===== config.mk =====
export PLATFORM = sky130hd
export DESIGN_NAME = spi_strip_router_flat
export DESIGN_NICKNAME = d
export VERILOG_FILES = /design/src/rtl/spi_strip_router_if.sv /design/src/rtl/spi_strip_router.sv /design/src/flat_wrapper.sv
export SDC_FILE = /design/constraint.sdc
export NUM_CORES = 1
export LEC_CHECK = 0
export CAP_MARGIN = 20
export CORE_MARGIN = 2
export CORE_UTILIZATION = 57
export DETAILED_ROUTE_END_ITERATION = 7
export GPL_TIMING_DRIVEN = 0
export HOLD_SLACK_MARGIN = 0.12
export PLACE_DENSITY = 0.88
export RECOVER_POWER = 100
export SLEW_MARGIN = 20
export SYNTH_ARGS = -nofsm -noshare
export SYNTH_HDL_FRONTEND = slang
export SYNTH_SLANG_ARGS = --single-unit

===== constraint.sdc =====
create_clock -name clk -period 8.55 [get_ports clk]
set_input_delay 1.71 -clock clk [delete_from_list [all_inputs] [get_ports clk]]
set_output_delay 1.71 -clock clk [all_outputs]
set_load 0.005 [all_outputs]

===== src/rtl/spi_strip_router_if.sv =====
`default_nettype none
// ============================================================================
//  Module      : spi_strip_router_if
//  Description : Pin bundle for spi_strip_router. It carries the SPI slave
//                pins (sck, mosi, cs_n, miso) and the strip-bank outputs
//                (bank_c, bank_le, bank_d, frame_done, frame_err).
//                master : the SPI host / strip side (drives SPI pins, reads outputs)
//                slave  : the router itself
//  Revision    : 1.0  initial release
// ============================================================================
interface spi_strip_router_if #(
  parameter int NUM_BANKS       = 4,
  parameter int STRIPS_PER_BANK = 9,
  parameter int LATCH_GROUPS    = 2
);
  logic                                 spi_sck;
  logic                                 spi_mosi;
  logic                                 spi_cs_n;
  logic                                 spi_miso;
  logic [NUM_BANKS-1:0]                 bank_c;
  logic [NUM_BANKS*LATCH_GROUPS-1:0]    bank_le;
  logic [NUM_BANKS*STRIPS_PER_BANK-1:0] bank_d;
  logic                                 frame_done;
  logic                                 frame_err;

  modport master (
    output spi_sck, spi_mosi, spi_cs_n,
    input  spi_miso, bank_c, bank_le, bank_d, frame_done, frame_err
  );

  modport slave (
    input  spi_sck, spi_mosi, spi_cs_n,
    output spi_miso, bank_c, bank_le, bank_d, frame_done, frame_err
  );
endinterface
`default_nettype wire


===== src/rtl/spi_strip_router.sv =====
`default_nettype none
// ============================================================================
//  Module      : spi_strip_router
//  Description : Addressed SPI-to-LED-strip router. Each SPI frame is an 8-bit
//                strip address followed by pixel bits. The pixel clock and data
//                are forwarded, 3 clk behind the pins, to the addressed bank's
//                clock and data lane only; at cs_n release the matching latch
//                enable is pulsed for LATCH_CYCLES clocks.
//  Ports       : clk, rst (sync, active high)
//                bus.slave : spi_sck/spi_mosi/spi_cs_n in, spi_miso out,
//                            bank_c, bank_le, bank_d, frame_done, frame_err out
//  Options     : SPI_STRIP_ROUTER_STATUS_EN - when defined, spi_miso returns
//                {err_seen, frame_cnt[6:0]} MSB first during the address byte;
//                otherwise spi_miso is tied low.
//  Revision    : 1.0  initial release
// ============================================================================
module spi_strip_router #(
  parameter int NUM_BANKS       = 4,
  parameter int STRIPS_PER_BANK = 9,
  parameter int LATCH_GROUPS    = 2,
  parameter int LATCH_CYCLES    = 8
) (
  input  logic              clk,
  input  logic              rst,
  spi_strip_router_if.slave bus
);
  localparam int STRIPS_PER_BANK_ALL = LATCH_GROUPS * STRIPS_PER_BANK;
  localparam int NUM_STRIPS          = NUM_BANKS * STRIPS_PER_BANK_ALL;
  localparam int NUM_LE              = NUM_BANKS * LATCH_GROUPS;
  localparam int NUM_D               = NUM_BANKS * STRIPS_PER_BANK;
  localparam int LCW                 = (LATCH_CYCLES > 1) ? $clog2(LATCH_CYCLES) : 1;

  typedef enum logic [2:0] {
    S_IDLE  = 3'd0,
    S_ADDR  = 3'd1,
    S_PASS  = 3'd2,
    S_LATCH = 3'd3,
    S_ERR   = 3'd4
  } state_t;

  state_t              state_q, state_d;
  logic                sck_m_q, sck_m_d, sck_s_q, sck_s_d, sck_p_q, sck_p_d;
  logic                mosi_m_q, mosi_m_d, mosi_s_q, mosi_s_d;
  logic                cs_m_q, cs_m_d, cs_s_q, cs_s_d, cs_p_q, cs_p_d;
  logic [7:0]          addr_q, addr_d;
  logic [15:0]         bit_cnt_q, bit_cnt_d;
  logic [LCW-1:0]      lat_cnt_q, lat_cnt_d;
  logic [NUM_BANKS-1:0] bank_c_q, bank_c_d;
  logic [NUM_LE-1:0]   bank_le_q, bank_le_d;
  logic [NUM_D-1:0]    bank_d_q, bank_d_d;
  logic                frame_done_q, frame_done_d;
  logic                frame_err_q, frame_err_d;

  logic                sck_rise, cs_rise, cs_fall, fwd;
  logic [7:0]          addr_next, bank_idx, grp_idx, lane_idx, d_sel, le_sel;

  assign sck_rise  = sck_s_q & ~sck_p_q;
  assign cs_rise   = cs_s_q & ~cs_p_q;
  assign cs_fall   = ~cs_s_q & cs_p_q;
  assign addr_next = {addr_q[6:0], mosi_s_q};

  // Strip address decode; only meaningful while addr_q < NUM_STRIPS (PASS/LATCH).
  always_comb begin
    bank_idx = addr_q / 8'(STRIPS_PER_BANK_ALL);
    grp_idx  = (addr_q % 8'(STRIPS_PER_BANK_ALL)) / 8'(STRIPS_PER_BANK);
    lane_idx = addr_q % 8'(STRIPS_PER_BANK);
    d_sel    = bank_idx * 8'(STRIPS_PER_BANK) + lane_idx;
    le_sel   = bank_idx * 8'(LATCH_GROUPS) + grp_idx;
  end

  always_comb begin
    sck_m_d   = bus.spi_sck;
    sck_s_d   = sck_m_q;
    sck_p_d   = sck_s_q;
    mosi_m_d  = bus.spi_mosi;
    mosi_s_d  = mosi_m_q;
    cs_m_d    = bus.spi_cs_n;
    cs_s_d    = cs_m_q;
    cs_p_d    = cs_s_q;

    state_d     = state_q;
    addr_d      = addr_q;
    bit_cnt_d   = bit_cnt_q;
    lat_cnt_d   = lat_cnt_q;
    frame_err_d = 1'b0;

    case (state_q)
      S_IDLE: begin
        if (cs_fall) begin
          state_d   = S_ADDR;
          bit_cnt_d = '0;
          addr_d    = '0;
        end
      end
      S_ADDR: begin
        if (cs_rise) begin
          state_d     = S_IDLE;
          frame_err_d = 1'b1;
        end else if (sck_rise) begin
          addr_d = addr_next;
          if (bit_cnt_q == 16'd7) begin
            bit_cnt_d = '0;
            if ({1'b0, addr_next} < 9'(NUM_STRIPS)) begin
              state_d = S_PASS;
            end else begin
              state_d     = S_ERR;
              frame_err_d = 1'b1;
            end
          end else begin
            bit_cnt_d = bit_cnt_q + 16'd1;
          end
        end
      end
      S_PASS: begin
        if (cs_rise) begin
          if (bit_cnt_q != 16'd0) begin
            state_d   = S_LATCH;
            lat_cnt_d = '0;
          end else begin
            state_d = S_IDLE;
          end
        end else if (sck_rise && (bit_cnt_q != 16'hFFFF)) begin
          bit_cnt_d = bit_cnt_q + 16'd1;
        end
      end
      S_LATCH: begin
        if (lat_cnt_q == LCW'(LATCH_CYCLES - 1)) begin
          if (cs_s_q) begin
            state_d = S_IDLE;
          end else begin
            // A new frame started while latching; it is discarded.
            state_d     = S_ERR;
            frame_err_d = 1'b1;
          end
        end else begin
          lat_cnt_d = lat_cnt_q + LCW'(1);
        end
      end
      S_ERR: begin
        if (cs_s_q) state_d = S_IDLE;
      end
      default: state_d = S_IDLE;
    endcase

    // Outputs are registered from the next state so LE and frame_done line up
    // with the LATCH state cycles exactly.
    fwd       = (state_q == S_PASS) && (state_d == S_PASS);
    bank_c_d  = '0;
    bank_d_d  = '0;
    bank_le_d = '0;
    for (int b = 0; b < NUM_BANKS; b++) begin
      // The strip clock may only go high on a rise seen in PASS; this hides the
      // tail of the 8th address clock, which is still high on PASS entry.
      if (bank_idx == 8'(b))
        bank_c_d[b] = fwd & sck_s_q & (bank_c_q[b] | sck_rise);
    end
    for (int i = 0; i < NUM_D; i++) begin
      if (d_sel == 8'(i)) bank_d_d[i] = fwd & mosi_s_q;
    end
    for (int i = 0; i < NUM_LE; i++) begin
      if (le_sel == 8'(i)) bank_le_d[i] = (state_d == S_LATCH);
    end
    frame_done_d = (state_d == S_LATCH) && (lat_cnt_d == LCW'(LATCH_CYCLES - 1));
  end

  always_ff @(posedge clk) begin
    if (rst) begin
      state_q      <= S_IDLE;
      sck_m_q      <= 1'b0;
      sck_s_q      <= 1'b0;
      sck_p_q      <= 1'b0;
      mosi_m_q     <= 1'b0;
      mosi_s_q     <= 1'b0;
      cs_m_q       <= 1'b0;
      cs_s_q       <= 1'b0;
      cs_p_q       <= 1'b0;
      addr_q       <= '0;
      bit_cnt_q    <= '0;
      lat_cnt_q    <= '0;
      bank_c_q     <= '0;
      bank_le_q    <= '0;
      bank_d_q     <= '0;
      frame_done_q <= 1'b0;
      frame_err_q  <= 1'b0;
    end else begin
      state_q      <= state_d;
      sck_m_q      <= sck_m_d;
      sck_s_q      <= sck_s_d;
      sck_p_q      <= sck_p_d;
      mosi_m_q     <= mosi_m_d;
      mosi_s_q     <= mosi_s_d;
      cs_m_q       <= cs_m_d;
      cs_s_q       <= cs_s_d;
      cs_p_q       <= cs_p_d;
      addr_q       <= addr_d;
      bit_cnt_q    <= bit_cnt_d;
      lat_cnt_q    <= lat_cnt_d;
      bank_c_q     <= bank_c_d;
      bank_le_q    <= bank_le_d;
      bank_d_q     <= bank_d_d;
      frame_done_q <= frame_done_d;
      frame_err_q  <= frame_err_d;
    end
  end

  assign bus.bank_c     = bank_c_q;
  assign bus.bank_le    = bank_le_q;
  assign bus.bank_d     = bank_d_q;
  assign bus.frame_done = frame_done_q;
  assign bus.frame_err  = frame_err_q;

`ifdef SPI_STRIP_ROUTER_STATUS_EN
  logic       sck_fall;
  logic [6:0] frame_cnt_q, frame_cnt_d;
  logic       err_seen_q, err_seen_d;
  logic [7:0] miso_sr_q, miso_sr_d;
  logic       spi_miso_q, spi_miso_d;

  assign sck_fall = ~sck_s_q & sck_p_q;

  always_comb begin
    frame_cnt_d = frame_done_d ? frame_cnt_q + 7'd1 : frame_cnt_q;
    miso_sr_d   = miso_sr_q;
    err_seen_d  = err_seen_q;
    if ((state_q == S_IDLE) && (state_d == S_ADDR)) begin
      miso_sr_d  = {err_seen_q, frame_cnt_q};
      err_seen_d = 1'b0;
    end else if ((state_q == S_ADDR) && sck_fall) begin
      // Zero fill: after 8 shifts the line reads 0 for the rest of ADDR.
      miso_sr_d = {miso_sr_q[6:0], 1'b0};
    end
    if (frame_err_d) err_seen_d = 1'b1;
    spi_miso_d = (state_d == S_ADDR) & miso_sr_d[7];
  end

  always_ff @(posedge clk) begin
    if (rst) begin
      frame_cnt_q <= '0;
      err_seen_q  <= 1'b0;
      miso_sr_q   <= '0;
      spi_miso_q  <= 1'b0;
    end else begin
      frame_cnt_q <= frame_cnt_d;
      err_seen_q  <= err_seen_d;
      miso_sr_q   <= miso_sr_d;
      spi_miso_q  <= spi_miso_d;
    end
  end

  assign bus.spi_miso = spi_miso_q;
`else
  assign bus.spi_miso = 1'b0;
`endif

endmodule
`default_nettype wire

===== src/flat_wrapper.sv =====
// flat-port wrapper written by rule: the top's interface ports become plain ports
module spi_strip_router_flat 
#(
  parameter int NUM_BANKS       = 4,
  parameter int STRIPS_PER_BANK = 9,
  parameter int LATCH_GROUPS    = 2,
  parameter int LATCH_CYCLES    = 8
)
  (clk, rst, bus_spi_sck, bus_spi_mosi, bus_spi_cs_n, bus_spi_miso, bus_bank_c, bus_bank_le, bus_bank_d, bus_frame_done, bus_frame_err);
  spi_strip_router_if #(.NUM_BANKS(NUM_BANKS), .STRIPS_PER_BANK(STRIPS_PER_BANK), .LATCH_GROUPS(LATCH_GROUPS)) bus_i ();
  input  logic clk;
  input  logic rst;
  input wire logic [$bits(bus_i.spi_sck)-1:0] bus_spi_sck;
  input wire logic [$bits(bus_i.spi_mosi)-1:0] bus_spi_mosi;
  input wire logic [$bits(bus_i.spi_cs_n)-1:0] bus_spi_cs_n;
  output wire logic [$bits(bus_i.spi_miso)-1:0] bus_spi_miso;
  output wire logic [$bits(bus_i.bank_c)-1:0] bus_bank_c;
  output wire logic [$bits(bus_i.bank_le)-1:0] bus_bank_le;
  output wire logic [$bits(bus_i.bank_d)-1:0] bus_bank_d;
  output wire logic [$bits(bus_i.frame_done)-1:0] bus_frame_done;
  output wire logic [$bits(bus_i.frame_err)-1:0] bus_frame_err;
  assign bus_i.spi_sck = bus_spi_sck;
  assign bus_i.spi_mosi = bus_spi_mosi;
  assign bus_i.spi_cs_n = bus_spi_cs_n;
  assign bus_spi_miso = bus_i.spi_miso;
  assign bus_bank_c = bus_i.bank_c;
  assign bus_bank_le = bus_i.bank_le;
  assign bus_bank_d = bus_i.bank_d;
  assign bus_frame_done = bus_i.frame_done;
  assign bus_frame_err = bus_i.frame_err;
  spi_strip_router #(.NUM_BANKS(NUM_BANKS), .STRIPS_PER_BANK(STRIPS_PER_BANK), .LATCH_GROUPS(LATCH_GROUPS), .LATCH_CYCLES(LATCH_CYCLES)) u_core (.clk(clk), .rst(rst), .bus(bus_i));
endmodule

Word-level counts from Yosys, hierarchy flattened

Index checks and enable logic that the tools add are counted.
W data, S select, Z words.

Register bits: 88
Output and inout bits: 51
Word-level logic and storage cells: 289
Input bits: 5

Equal/unequal tests: 60
Multipliers: 1
Divide/modulo/power cells: 4
Add/sub/neg operators: 4
Mux-type cells: 33
Reductions and logical operators: 60
Bitwise operators: 64
Order comparisons: 1

Operator list:

| cell                    | number |
|---|---|
| $eq A8 B5 Y1 const B    | 16 |
| $mux W16                | 6 |
| $reduce_or A2 Y1        | 48 |
| $eq A8 B3 Y1 const B    | 8 |
| $eq A8 B4 Y1 const B    | 8 |
| $not A1 Y1              | 51 |
| $eq A8 B2 Y1 const B    | 6 |
| $pmux W16 S3            | 1 |
| $mux W3                 | 12 |
| $eq A8 B6 Y1 const B    | 4 |
| $eq A8 B1 Y1 const B    | 3 |
| $logic_not A8 Y1        | 3 |
| $mux W8                 | 3 |
| $add A16 B1 Y16 const B | 1 |
| $add A8 B8 Y8           | 2 |
| $eq A16 B3 Y1 const B   | 1 |
| $ne A16 B16 Y1 const B  | 1 |
| $pmux W8 S2             | 1 |
| $reduce_bool A16 Y1     | 1 |
| $pmux W3 S5             | 1 |
| $eq A3 B2 Y1 const B    | 4 |
| $and A1 B1 Y1           | 9 |
| $eq A3 B3 Y1 const B    | 3 |
| $div A8 B4 Y8 const B   | 1 |
| 20 further kinds        | 33 |

Longest topological paths before layout

Depth in word-level cells: 10
Gate-level depth with buffers: 36
Mapped depth without buffers: 34

Least setup slack after synthesis

No wires, ideal clock.

Path kind: register -> register
From: reg u_core.addr_q[6]
To: reg u_core.bank_le_q[4] (netlist: u_core.bus.bank_le[4])
Library setup time: 0.078 ns
Setup slack: 2.195 ns
Clock period less this slack: 6.355 ns
Required time: 8.472 ns
Arrival time: 6.276 ns
Path buffers: 1
Cell stages (with the launch flop): 35
Cell sequence: dfxtp_1 buf_6 or2b_1 a22oi_1 o21ai_1 nor3_4 mux2i_1 inv_1 ha_1 o21ai_0 nand3_1 a21oi_1 mux2_2 inv_1 ha_1 or3_1 nand2_1 nand2b_4 inv_2 xnor2_1 ha_1 inv_1 o211a_1 or2_0 nand2b_1 ha_1 inv_1 fa_1 a2111oi_0 a21oi_1 or4_1 nor4_1 nor2b_1 nand2b_1 nor3_1

Word-level cells in the longest chain between the ends: 7
Elaborated cells between the ends (all ways): 14
Classes of those cells: 1 x add/sub; 3 x div; 1 x order compare; 2 x eq/ne; 5 x mux; 1 x bitwise; 1 x reduce/logical

RTL lines:

| item                                                                  | RTL line                | text |
|---|---|---|
| start: declaration                                                    | spi_strip_router.sv:45  | `logic [7:0] addr_q, addr_d;` |
| start signal: assignment                                              | spi_strip_router.sv:195 | `addr_q <= addr_d;` |
| parallel branches: the longest is 7 deep, another holds $mod A8 B5 Y8 | n/a                     |  |
| end signal: assignment                                                | spi_strip_router.sv:199 | `bank_le_q <= bank_le_d;` |
| end: declaration                                                      | spi_strip_router.sv:49  | `logic [NUM_LE-1:0] bank_le_q, bank_le_d;` |

Several ways; the timed one is not identified.
A chain may end at the register's enable or synchronous reset.

Worst setup path in the final report

From: reg u_core.addr_q[7]
To: reg u_core.bank_le_q[4] (netlist: u_core.bus.bank_le[4])

Word-level cells in the longest chain between the ends: 6
Elaborated cells between the ends (all ways): 7
Classes of those cells: 1 x add/sub; 3 x div; 1 x eq/ne; 1 x bitwise; 1 x reduce/logical

RTL lines:

| item                                  | RTL line                | text |
|---|---|---|
| $mod A8 B5 Y8                         | spi_strip_router.sv:65  | `grp_idx = (addr_q % 8'(STRIPS_PER_BANK_ALL)) / 8'(STRIPS_PER_BANK);` |
| $div A8 B4 Y8                         | spi_strip_router.sv:65  |  |
| $add A8 B8 Y8 (*)                     | spi_strip_router.sv:68  | `le_sel = bank_idx * 8'(LATCH_GROUPS) + grp_idx;` |
| $eq A8 B3 Y1 (*)                      | spi_strip_router.sv:161 | `if (le_sel == 8'(i)) bank_le_d[i] = (state_d == S_LATCH);` |
| $not A1 Y1 (no source line) (*)       | n/a                     |  |
| $reduce_or A2 Y1 (no source line) (*) | n/a                     |  |

Every way passes the cells marked *; elsewhere a longest branch is shown, timed or not.

==> metrics.md <==
| Metric | Value |
|---|---|
| Hold_ws | `0.4614 ns` |
| Post-synthesis cell count | `610` |
| Distinct cells, synth | `80` |
| Core region area | `8721 sq um` |
| Area share of fa/ha/maj cells after synthesis | `8.962%` |
| Worst reg2reg path startpoint | `u_core.addr_q[7]` |
| Worst-margin pin slew | `0.9833 ns` |
| Mux cell area share after synthesis | `1.632%` |
| Drt drc | `0` |
| Detail Route Antenna Nets | `0` |
| Worst Path Max Fanout | `10` |
| Largest net degree at the start of global routing | `16` |
| Fin. max-slew vios | `0` |
| Htree depth | `3` |
| Final setup viols | `0` |
| CP Launch Type | `flip-flop` |
| First-pass GRT wire length | `20710 um` |
| DP Wirelength | `9049 um` |
| Ant diodes | `0` |
| Worst-Skew Late Latency | `0.37 ns` |
| Synth Area in Compound Gates | `18.00%` |
| Setup Crit Path Kind | `reg2reg` |
| GP Congestion | `0.9222` |
| Setup TNS Final | `0 ns` |
| Hold Crit Class | `reg2reg` |
| Crit path capture type | `flip-flop` |
| Die X | `98.94 um` |
| Most frequent cells in the layout | `dfxtp_1, nor2_1, dlygate4sd3_1` |
| Crit share post-route | `88.68%` |
| Pre-antenna DRT Iters | `5` |
| CTS max path bufs | `2` |
| Number of global-route vias before repair | `4537` |
| Setup repair after global routing missed its margin | `no` |
| Final Hold Vio Count | `0` |
| Setup Buffers After CTS | `0` |
| CTS tree | `yes` |
| # rows | `34` |
| Synth Cell Area | `5137 sq um` |
| Synth Area in Simple Gates | `27.16%` |
| F_max | `0.1319 GHz` |
| P_leak | `0.002442 uW` |
| Post-Route Skew | `0.01065 ns` |
| Routed length per instance | `15.18 um` |
| Fillcell total | `662` |
| Largest family of logic cells by synthesized area | `simple AND/OR/NAND/NOR gates` |
| Multi-input logic area | `3131 sq um` |
| Initial antenna violation count | `0` |
| Initial Util | `58.91%` |
| R2r setup slk | `0.97 ns` |
| Maximum VDD drop | `0.1335 mV` |
| Most used cell, CP | `ha_1` |
| Cts bufs inserted | `9` |
| Hold-fix buffers, CTS | `0` |
| Post-synthesis area per instance | `8.422 sq um` |
| Worst-path clk slew | `0.09 ns` |
| Ports | `56` |
| Crit path largest cell delay | `0.43 ns` |
| Register area | `1762 sq um` |
| Vias | `4668` |
| Status | `completed` |
| Slew margin rel. | `34.45%` |
| XOR/XNOR share of the synthesized area | `5.285%` |
| Post-synthesis sequential area ratio | `34.29%` |
| Area growth syn-to-layout | `17.36%` |
| First DRT Iteration DRCs | `384` |
| Yosys Warn Count | `0` |
| CP max stage cell | `a2111oi_0` |
| Syn_nets | `650` |
| Die area | `9788 sq um` |
| Fin crit period | `7.582 ns` |
| Clk sinks | `88` |
| Most common cell after layout, fill and taps aside | `dfxtp_1` |
| Post-cts resize count | `0` |
| Post-synth EDFFs | `0` |
| Grt total ovfl | `0` |
| Die height | `98.94 um` |
| Async SR Flop Fraction | `0%` |
| Buffers on Ports | `54` |
| Finished Core Util | `69.14%` |
| Clock Tree Root | `clkbuf_8` |
| Max-capacitance violation count | `0` |
| Layout cells sized above 1 | `7.794%` |
| Data required, critical path | `8.84 ns` |
| Critical path launch point | `u_core.addr_q[7]` |
| Gr usage total | `25.18%` |
| Nets | `715` |
| Register bit count reported by yosys | `88` |
| Top_reg_cell synth | `dfxtp_1` |
| Cell Pwr Density | `124.6 nW/um^2` |
| Number of vias per cell | `5.924` |
| DRT Wirelength | `11970 um` |
| Hold Path Origin | `u_core.sck_m_q` |
| Worst path arrival time | `7.87 ns` |
area by class of cell:
class	count	area share (%)
multi-input cells	471	51.92
flip-flops and latches	88	29.22
inverters	26	1.619
clock buffers	10	2.283
plain buffers	25	2.241
repair buffers	54	8.965
well taps	108	2.241
clock inverters	6	1.515
per-stage QoR:
| step | area, sq um | power (uW) | std cells | setup WS [ns] |
|---|---|---|---|---|
| final | 6030 | 751.1 | 788 | 0.9681 |
| after global routing | 6030 | 771.3 | 788 | 0.2032 |
| after CTS | 6042 | 755.2 | 788 | 1.187 |
| after detailed placement | 5813 | 434.6 | 772 | 1.294 |
| after global placement | 5813 | 434.1 | 772 | 1.458 |
| after floorplan | 5137 | 429.8 | 610 | 2.195 |
layer usage:
| metal | track usage (%) | wire length, um |
|---|---|---|
| met3 | 4.468 | 604 |
| met4 | 6.744 | 127 |
| met1 | 30.94 | 5132 |
| met5 | 0 | 0 |
| met2 | 45.27 | 6101 |
sequential cells by signal, indices dropped and copies added (netlist names):
name,cells
u_core.mosi_m_q,1
u_core.bus.frame_done,1
u_core.state_q,3
u_core.lat_cnt_q,3
u_core.sck_m_q,1
u_core.cs_m_q,1
u_core.sck_p_q,1
u_core.bus.bank_le,8
u_core.mosi_s_q,1
u_core.bus.bank_c,4
u_core.sck_p_d,1
u_core.cs_p_d,1
u_core.bit_cnt_q,16
u_core.bus.frame_err,1
u_core.addr_q,8
u_core.cs_p_q,1
u_core.bus.bank_d,36
power by group:
group | switching (uW) | internal, uW
Clock | 153 | 173
Sequential | 1.15 | 411
Combinational | 7.59 | 4.96
Total | 161 | 590
cell families (layout without fill, tap and decap cells):
logic type               Yosys count  count (layout)
AO/OA/AOI/OAI                    138             138
XOR/XNOR                          31              31
adder cells (fa/ha/maj)           35              35
buffers and inverters             51             121
flip-flops                        88              88
multiplexers                       8               8
other                              1               1
AND/OR/NAND/NOR                  258             258
worst paths after layout:
check | to | cells after the start
setup reg to reg | u_core.bus.bank_le[4] | 35
hold / removal | u_core.sck_p_d | 1
setup / recovery | u_core.bus.bank_le[4] | 35
hold reg to reg | u_core.sck_p_d | 1
critical path, delay by kind of cell (launching register included):
| kind | cells | cell delay, ns |
|---|---|---|
| adder cells (fa/ha/maj) | 6 | 1.58 |
| buffers and inverters | 6 | 0.69 |
| XOR/XNOR | 1 | 0.18 |
| flip-flops | 1 | 0.41 |
| AO/OA/AOI/OAI | 7 | 1.34 |
| multiplexers | 2 | 0.43 |
| AND/OR/NAND/NOR | 13 | 2.85 |
Yosys cell counts, drive strengths merged (4+ instances only):
library cell / number / area, sq um
nor3: 38 / 212.7
nor3b: 6 / 50.05
a211oi: 5 / 50.05
nand2b: 15 / 108.9
nand3: 19 / 95.09
buf: 14 / 97.59
mux2i: 5 / 50.05
or3: 10 / 62.56
and3: 7 / 43.79
o31ai: 4 / 30.03
o211ai: 5 / 37.54
a21oi: 48 / 244.0
o21ai: 27 / 138.9
nor2: 64 / 242.7
a21o: 7 / 52.55
dfxtp: 88 / 1762
or2: 13 / 83.84
inv: 25 / 93.84
nand2: 35 / 133.9
nand4: 9 / 56.30
clkbuf: 11 / 41.29
o21a: 6 / 45.04
ha: 32 / 400.4
nor2b: 17 / 106.4
o22ai: 5 / 31.28
xnor2: 14 / 122.6
xor2: 17 / 148.9
(Power assumes the default switching activity.)
==> RTL change 1 (same flow settings) <==
The option `SPI_STRIP_ROUTER_STATUS_EN` is turned on by a define.
--- a/src/rtl/spi_strip_router.sv
+++ b/src/rtl/spi_strip_router.sv
@@ -14,6 +14,8 @@
 //                otherwise spi_miso is tied low.
 //  Revision    : 1.0  initial release
 // ============================================================================
+`define SPI_STRIP_ROUTER_STATUS_EN
+
 module spi_strip_router #(
   parameter int NUM_BANKS       = 4,
   parameter int STRIPS_PER_BANK = 9,
Behaviour: not the same (Yosys sat finds a counterexample within 10 cycles, from zero or initial values and one cycle with rst high).
==> RTL change 1 against the original RTL <==
Routed wire length rose by 23%. Critical path depth fell by 3. Sequential cell count rose by 17. Synthesized area rose by 24%. Via count rose by 26%. Design area rose by 21%. Die area rose by 23%. Power rose by 7.3%. Final cell count rose by 25%. Worst setup slack got worse by 0.35 ns. Critical endpoint is now u_core.bus.bank_le[2].
==> RTL change 1: results (changes against the original RTL) <==
- Fin nets: 884 (was 715)
- Adder-cell share of the synthesized area: 7.41% (was 8.96%)
- Yosys cell types: 100 (was 80)
- Clock skew: 0.0159 ns (was 0.0107 ns)
- Share of layout cells above drive strength 1: 7.08% (was 7.79%)
- Worst slack, placed: 0.870 ns (was 1.29 ns)
- Worst reg2reg path endpoint: u_core.bus.bank_le[2] (was u_core.bus.bank_le[4])
- Top cells by area, synth: dfxtp_1, ha_1, nor2_1, a21oi_1, nand3_1 (was dfxtp_1, ha_1, nor2_1, a21oi_1, nor3_1)
- Post-DP HPWL: 11100 um (was 9050 um)
- Area of placed instances: 7110 um^2 (was 5810 um^2)
- Maximum vdd drop: 0.123 mV (was 0.134 mV)
- Top post-synthesis cells by count: dfxtp_1, nor2_1, a21oi_1, nand3_1, nand2_1 (was dfxtp_1, nor2_1, a21oi_1, nor3_1, nand2_1)
- Drt pass-1 iters: 6 (was 5)
- DRT iter0 DRCs: 513 (was 384)
- Routed len/inst: 14.8 um (was 15.2 um)
- Largest net degree at the start of global routing: 19 (was 16)
- Crit-path max cell delay: 0.64 ns (was 0.43 ns)
- Syn Nets: 818 (was 650)
- FF-to-FF path depth: 32 (was 35)
- Gpl congestion: 1.02 (was 0.922)
- Vias per cell: 5.95 (was 5.92)
- Status: complete, no violations (unchanged)
- Mux contribution to synthesized area: 2.47% (was 1.63%)
- Port Buffers: 55 (was 54)
- Gr usage total: 25.7% (was 25.2%)
- Worst-path cell with the longest stage delay: o41ai_2 (was a2111oi_0)
- Global-route wire length before repair: 24500 um (was 20700 um)
- Worst-Skew Late Latency: 0.40 ns (was 0.37 ns)
- Slew at the pin closest to its max-slew limit: 0.749 ns (was 0.983 ns)
- Number of global-route vias before repair: 5239 (was 4537)
- Hold EP: u_core.cs_p_d (was u_core.sck_p_d)
[RTL change 1: changes by cell type in the layout (fill, tap and decap cells not counted), sizes merged, moves of 12 or more]
cell | before | now
dfxtp | 88 | 105
a21oi | 48 | 68
nor3 | 38 | 22
nand2 | 35 | 51
clkbuf | 22 | 34
nor2 | 64 | 92
nand3 | 19 | 50
[RTL change 1: worst max-delay path by stage]
stage          depth (start not counted)                     to  slack, ns             start
3_5_place_dp                          31  u_core.bus.bank_le[4]       0.87  u_core.addr_q[2]
6_report                              32  u_core.bus.bank_le[2]       0.62  u_core.addr_q[2]
4_1_cts                               31  u_core.bus.bank_le[4]       0.82  u_core.addr_q[2]
5_1_grt                               32  u_core.bus.bank_le[2]       0.08  u_core.addr_q[2]
2_1_floorplan                         31  u_core.bus.bank_le[4]       1.72  u_core.addr_q[2]
3_3_place_gp                          31  u_core.bus.bank_le[4]       0.99  u_core.addr_q[2]
[RTL change 1: cell type report]
| class | count | area (um^2) |
|---|---|---|
| clock inverters | 6 | 47.5 |
| plain buffers | 40 | 205 |
| multi-input cells | 599 | 3940 |
| inverters | 33 | 128 |
| flip-flops and latches | 105 | 2100 |
| well taps | 140 | 175 |
| repair buffers | 55 | 551 |
| fillers | 892 | 3600 |
| clock buffers | 10 | 138 |
[RTL change 1: cell families after synthesis]
logic type	Yosys count
simple gates	319
buf+inv	73
flops	105
mux	14
fa+ha+maj	36
xor+xnor	31
compound gates	199
[RTL change 1: worst register-to-register path: cells and delay by family, from the launching register on]
| family | cells | cell delay (ns) |
|---|---|---|
| AOI/OAI and AO/OA | 10 | 2.21 |
| xor gates and xnor gates | 1 | 0.18 |
| adders and majority gates | 6 | 1.56 |
| buffers and inverters | 6 | 0.79 |
| DFF | 1 | 0.35 |
| and+or+nand+nor | 9 | 2.74 |
[RTL change 1: through the flow]
step           util, %  total power [mW]  hold WS, ns  cells
6_report          66.9             0.806        0.451    988
5_1_grt           66.9             0.830        0.470    988
4_1_cts           67.0             0.811        0.452    988
3_5_place_dp      65.3             0.521        0.427    972
3_3_place_gp      65.3             0.520        0.425    972
2_1_floorplan        -             0.514        0.414    777
[RTL change 1: layer usage]
metal	GRT usage [%]	vias up	part of all wire, %
met5	0	-	0
met4	8.68	0	2.2
met3	5.81	29	6.4
met2	42.2	214	47
met1	33.2	2689	44
li1	-	2949	-
[RTL change 1: power by group]
| part | internal, mW | switching [mW] |
|---|---|---|
| clock | 0.117 | 0.179 |
| sequential | 0.491 | 0.00162 |
| combinational | 0.00565 | 0.0107 |
| total | 0.615 | 0.191 |
==> RTL change 2 (config.mk and constraints unchanged) <==
Without the edit above. The 5 states of `state_t` get a one-hot encoding in 5 bits.
--- a/src/rtl/spi_strip_router.sv
+++ b/src/rtl/spi_strip_router.sv
@@ -30,12 +30,12 @@
   localparam int NUM_D               = NUM_BANKS * STRIPS_PER_BANK;
   localparam int LCW                 = (LATCH_CYCLES > 1) ? $clog2(LATCH_CYCLES) : 1;
 
-  typedef enum logic [2:0] {
-    S_IDLE  = 3'd0,
-    S_ADDR  = 3'd1,
-    S_PASS  = 3'd2,
-    S_LATCH = 3'd3,
-    S_ERR   = 3'd4
+  typedef enum logic [4:0] {
+    S_IDLE  = 5'b00001,
+    S_ADDR  = 5'b00010,
+    S_PASS  = 5'b00100,
+    S_LATCH = 5'b01000,
+    S_ERR   = 5'b10000
   } state_t;
 
   state_t              state_q, state_d;
Formal check against the unedited RTL: same outputs for any inputs over 10 cycles, from zero or initial values and one cycle with rst high; not proved beyond that.
==> RTL change 2 against the original RTL <==
Clock power shrank 17%. Combinational power grew 17%. Non-clock buffer count shrank 1. Synthesized cell count grew 7.2%. Final cell count grew 6.0%. Synthesized area grew 3.8%. Worst setup slack gained 0.45 ns. Sequential cell count grew 2. Design area grew 2.3%. Routed wire length grew 3.4%. Power shrank 5.7%. Clock skew shrank 0.0026 ns. Critical path type unchanged. Largest cell class unchanged. Largest power group unchanged.
==> RTL change 2: results (changes against the original RTL) <==
- Status: complete, no violations (unchanged)
- R2R Path Start: u_core.addr_q[3] (was u_core.addr_q[7])
- Gr usage total: 25.0% (was 25.2%)
- R2R Setup Slk: 1.42 ns (was 0.97 ns)
- Routed len/inst: 14.8 um (was 15.2 um)
- Critical Path End: u_core.bus.bank_le[5] (was u_core.bus.bank_le[4])
- Largest net degree at the start of global routing: 18 (was 16)
- Mux contribution to synthesized area: 1.76% (was 1.63%)
- CP arrival: 7.43 ns (was 7.87 ns)
- Max reg flops: 36 (unchanged)
- Mapped Avg Cell Area: 8.16 um^2 (was 8.42 um^2)
- Adder-cell share of the synthesized area: 8.63% (was 8.96%)
- Async S/R FF share, synth: 0% (unchanged)
- Final wirelength: 12400 um (was 12000 um)
- DRT iter0 DRCs: 364 (was 384)
- Vias per cell: 5.91 (was 5.92)
- Fin nets: 759 (was 715)
- Sequential-to-total area share from yosys stat: 33.8% (was 34.3%)
- Maximum vdd drop: 0.0870 mV (was 0.134 mV)
- Syn Nets: 694 (was 650)
- Global-route wire length before repair: 20800 um (was 20700 um)
- HP Class: reg -> reg (unchanged)
- Crit path launch type: flip-flop (unchanged)
- TritonCTS Buffers: 9 (unchanged)
- Share of layout cells above drive strength 1: 6.49% (was 7.79%)
- Gpl congestion: 0.889 (was 0.922)
- Pleak: 2.60 nW (was 2.44 nW)
- Top post-synthesis cells by count: nor2_1, dfxtp_1, nand2_1, a21oi_1, ha_1 (was dfxtp_1, nor2_1, a21oi_1, nor3_1, nand2_1)
- Worst-path clk slew: about 0.10 ns
- Port Buffers: 54 (unchanged)
- Fillers: 727 (was 662)
- Hold wc startpoint: u_core.cs_m_q (was u_core.sck_m_q)
- Slew at the pin closest to its max-slew limit: 1.02 ns (was 0.983 ns)
- Critical-path maximum fanout: 10 (unchanged)
- FF-to-FF path depth: 31 (was 35)
- Net Sw Frac: 24.2% (was 21.5%)
- PostCTS Resize Cnt: 0 (unchanged)
- Delay-heaviest family, CP: compound AO/OA/AOI/OAI gates (was simple AND/OR/NAND/NOR gates)
- Post-DP HPWL: 9370 um (was 9050 um)
- Number of global-route vias before repair: 4548 (was 4537)
- Clock skew: 0.00802 ns (was 0.0107 ns)
- CTS HTree Levels: 3 (unchanged)
- Drt pass-1 iters: 5 (unchanged)
- Post-Synth XOR/XNOR Area: 4.60% (was 5.28%)
- Initial antenna violation count: 0 (unchanged)
- Setup bufs post-CTS: 0 (unchanged)
- ANT cells: 0 (unchanged)
- Dpl cells: 819 (was 772)
- Yosys cell types: 84 (was 80)
- Crit-path max cell delay: 0.43 ns (about the same)
- Synth Area in Compound Gates: 18.7% (was 18.0%)
- Worst-path cell with the longest stage delay: o32a_1 (was a2111oi_0)
- Slew Limit Fails: 0 (unchanged)
- Clock tree buffer depth: 2 (unchanged)
- Top cells by area, synth: dfxtp_1, ha_1, nor2_1, nand2_1, a21oi_1 (was dfxtp_1, ha_1, nor2_1, a21oi_1, nor3_1)
-- RTL change 2: changes by cell type after synthesis, sizes merged, moves of 8 or more --
cell   unedited run  this run
a21oi            48        34
a22oi             1         9
nand2            35        50
nor2             64        92
nor3             38        27
nor4              3        16
or2              13         5
-- RTL change 2: cell families (layout without fill, tap and decap cells) --
kind of cell | count (synthesis) | count (layout)
AND/OR/NAND/NOR | 293 | 293
AO/OA/AOI/OAI | 142 | 142
flip-flops | 90 | 90
buffers and inverters | 56 | 126
adder cells (fa/ha/maj) | 35 | 35
XOR/XNOR | 28 | 28
multiplexers | 9 | 9
other | 1 | 1
-- RTL change 2: final cells by class --
type,instances,area share [%]
plain buffers,24,1.75
inverters,32,1.95
clock buffers,9,2.01
multi-input cells,508,53.0
clock inverters,7,1.01
repair buffers,54,8.77
well taps,111,2.25
flip-flops and latches,90,29.2
-- RTL change 2: power by group through the flow --
| stage | logic (mW) | registers, mW | clock network (mW) |
|---|---|---|---|
| 2_1_floorplan | 0.00961 | 0.431 | 0 |
| 3_5_place_dp | 0.0146 | 0.432 | 0 |
| 6_report | 0.0148 | 0.422 | 0.271 |
| 3_3_place_gp | 0.0141 | 0.432 | 0 |
| 4_1_cts | 0.0147 | 0.422 | 0.274 |
| 5_1_grt | 0.0164 | 0.422 | 0.292 |
-- RTL change 2: worst min path at each step --
stage               slack (ns)             end
detailed placement        0.43   u_core.cs_p_d
global route              0.46   u_core.cs_p_d
global placement          0.42  u_core.sck_p_d
CTS                       0.45   u_core.cs_p_d
floorplan                 0.41   u_core.cs_p_d
finish                    0.45   u_core.cs_p_d
-- RTL change 2: routing by layer --
| layer | vias up | track usage, % | share of wire [%] |
|---|---|---|---|
| li1 | 2448 | - | - |
| met1 | 2276 | 33.1 | 45 |
| met2 | 182 | 41.3 | 47 |
| met3 | 25 | 5.48 | 6.4 |
| met4 | 0 | 6.74 | 1.5 |
| met5 | - | 0 | 0 |
-- RTL change 2: through the flow --
| stage | worst slack, ns | util (%) | instance area [um^2] | hold WS [ns] |
|---|---|---|---|---|
| 4_1_cts | 1.81 | 67.7 | 6200 | 0.450 |
| 3_5_place_dp | 1.84 | 65.7 | 6010 | 0.427 |
| 6_report | 1.42 | 67.4 | 6170 | 0.445 |
| 5_1_grt | 0.711 | 67.4 | 6170 | 0.464 |
| 2_1_floorplan | 2.64 | - | 5330 | 0.414 |
| 3_3_place_gp | 2.08 | 65.7 | 6010 | 0.417 |
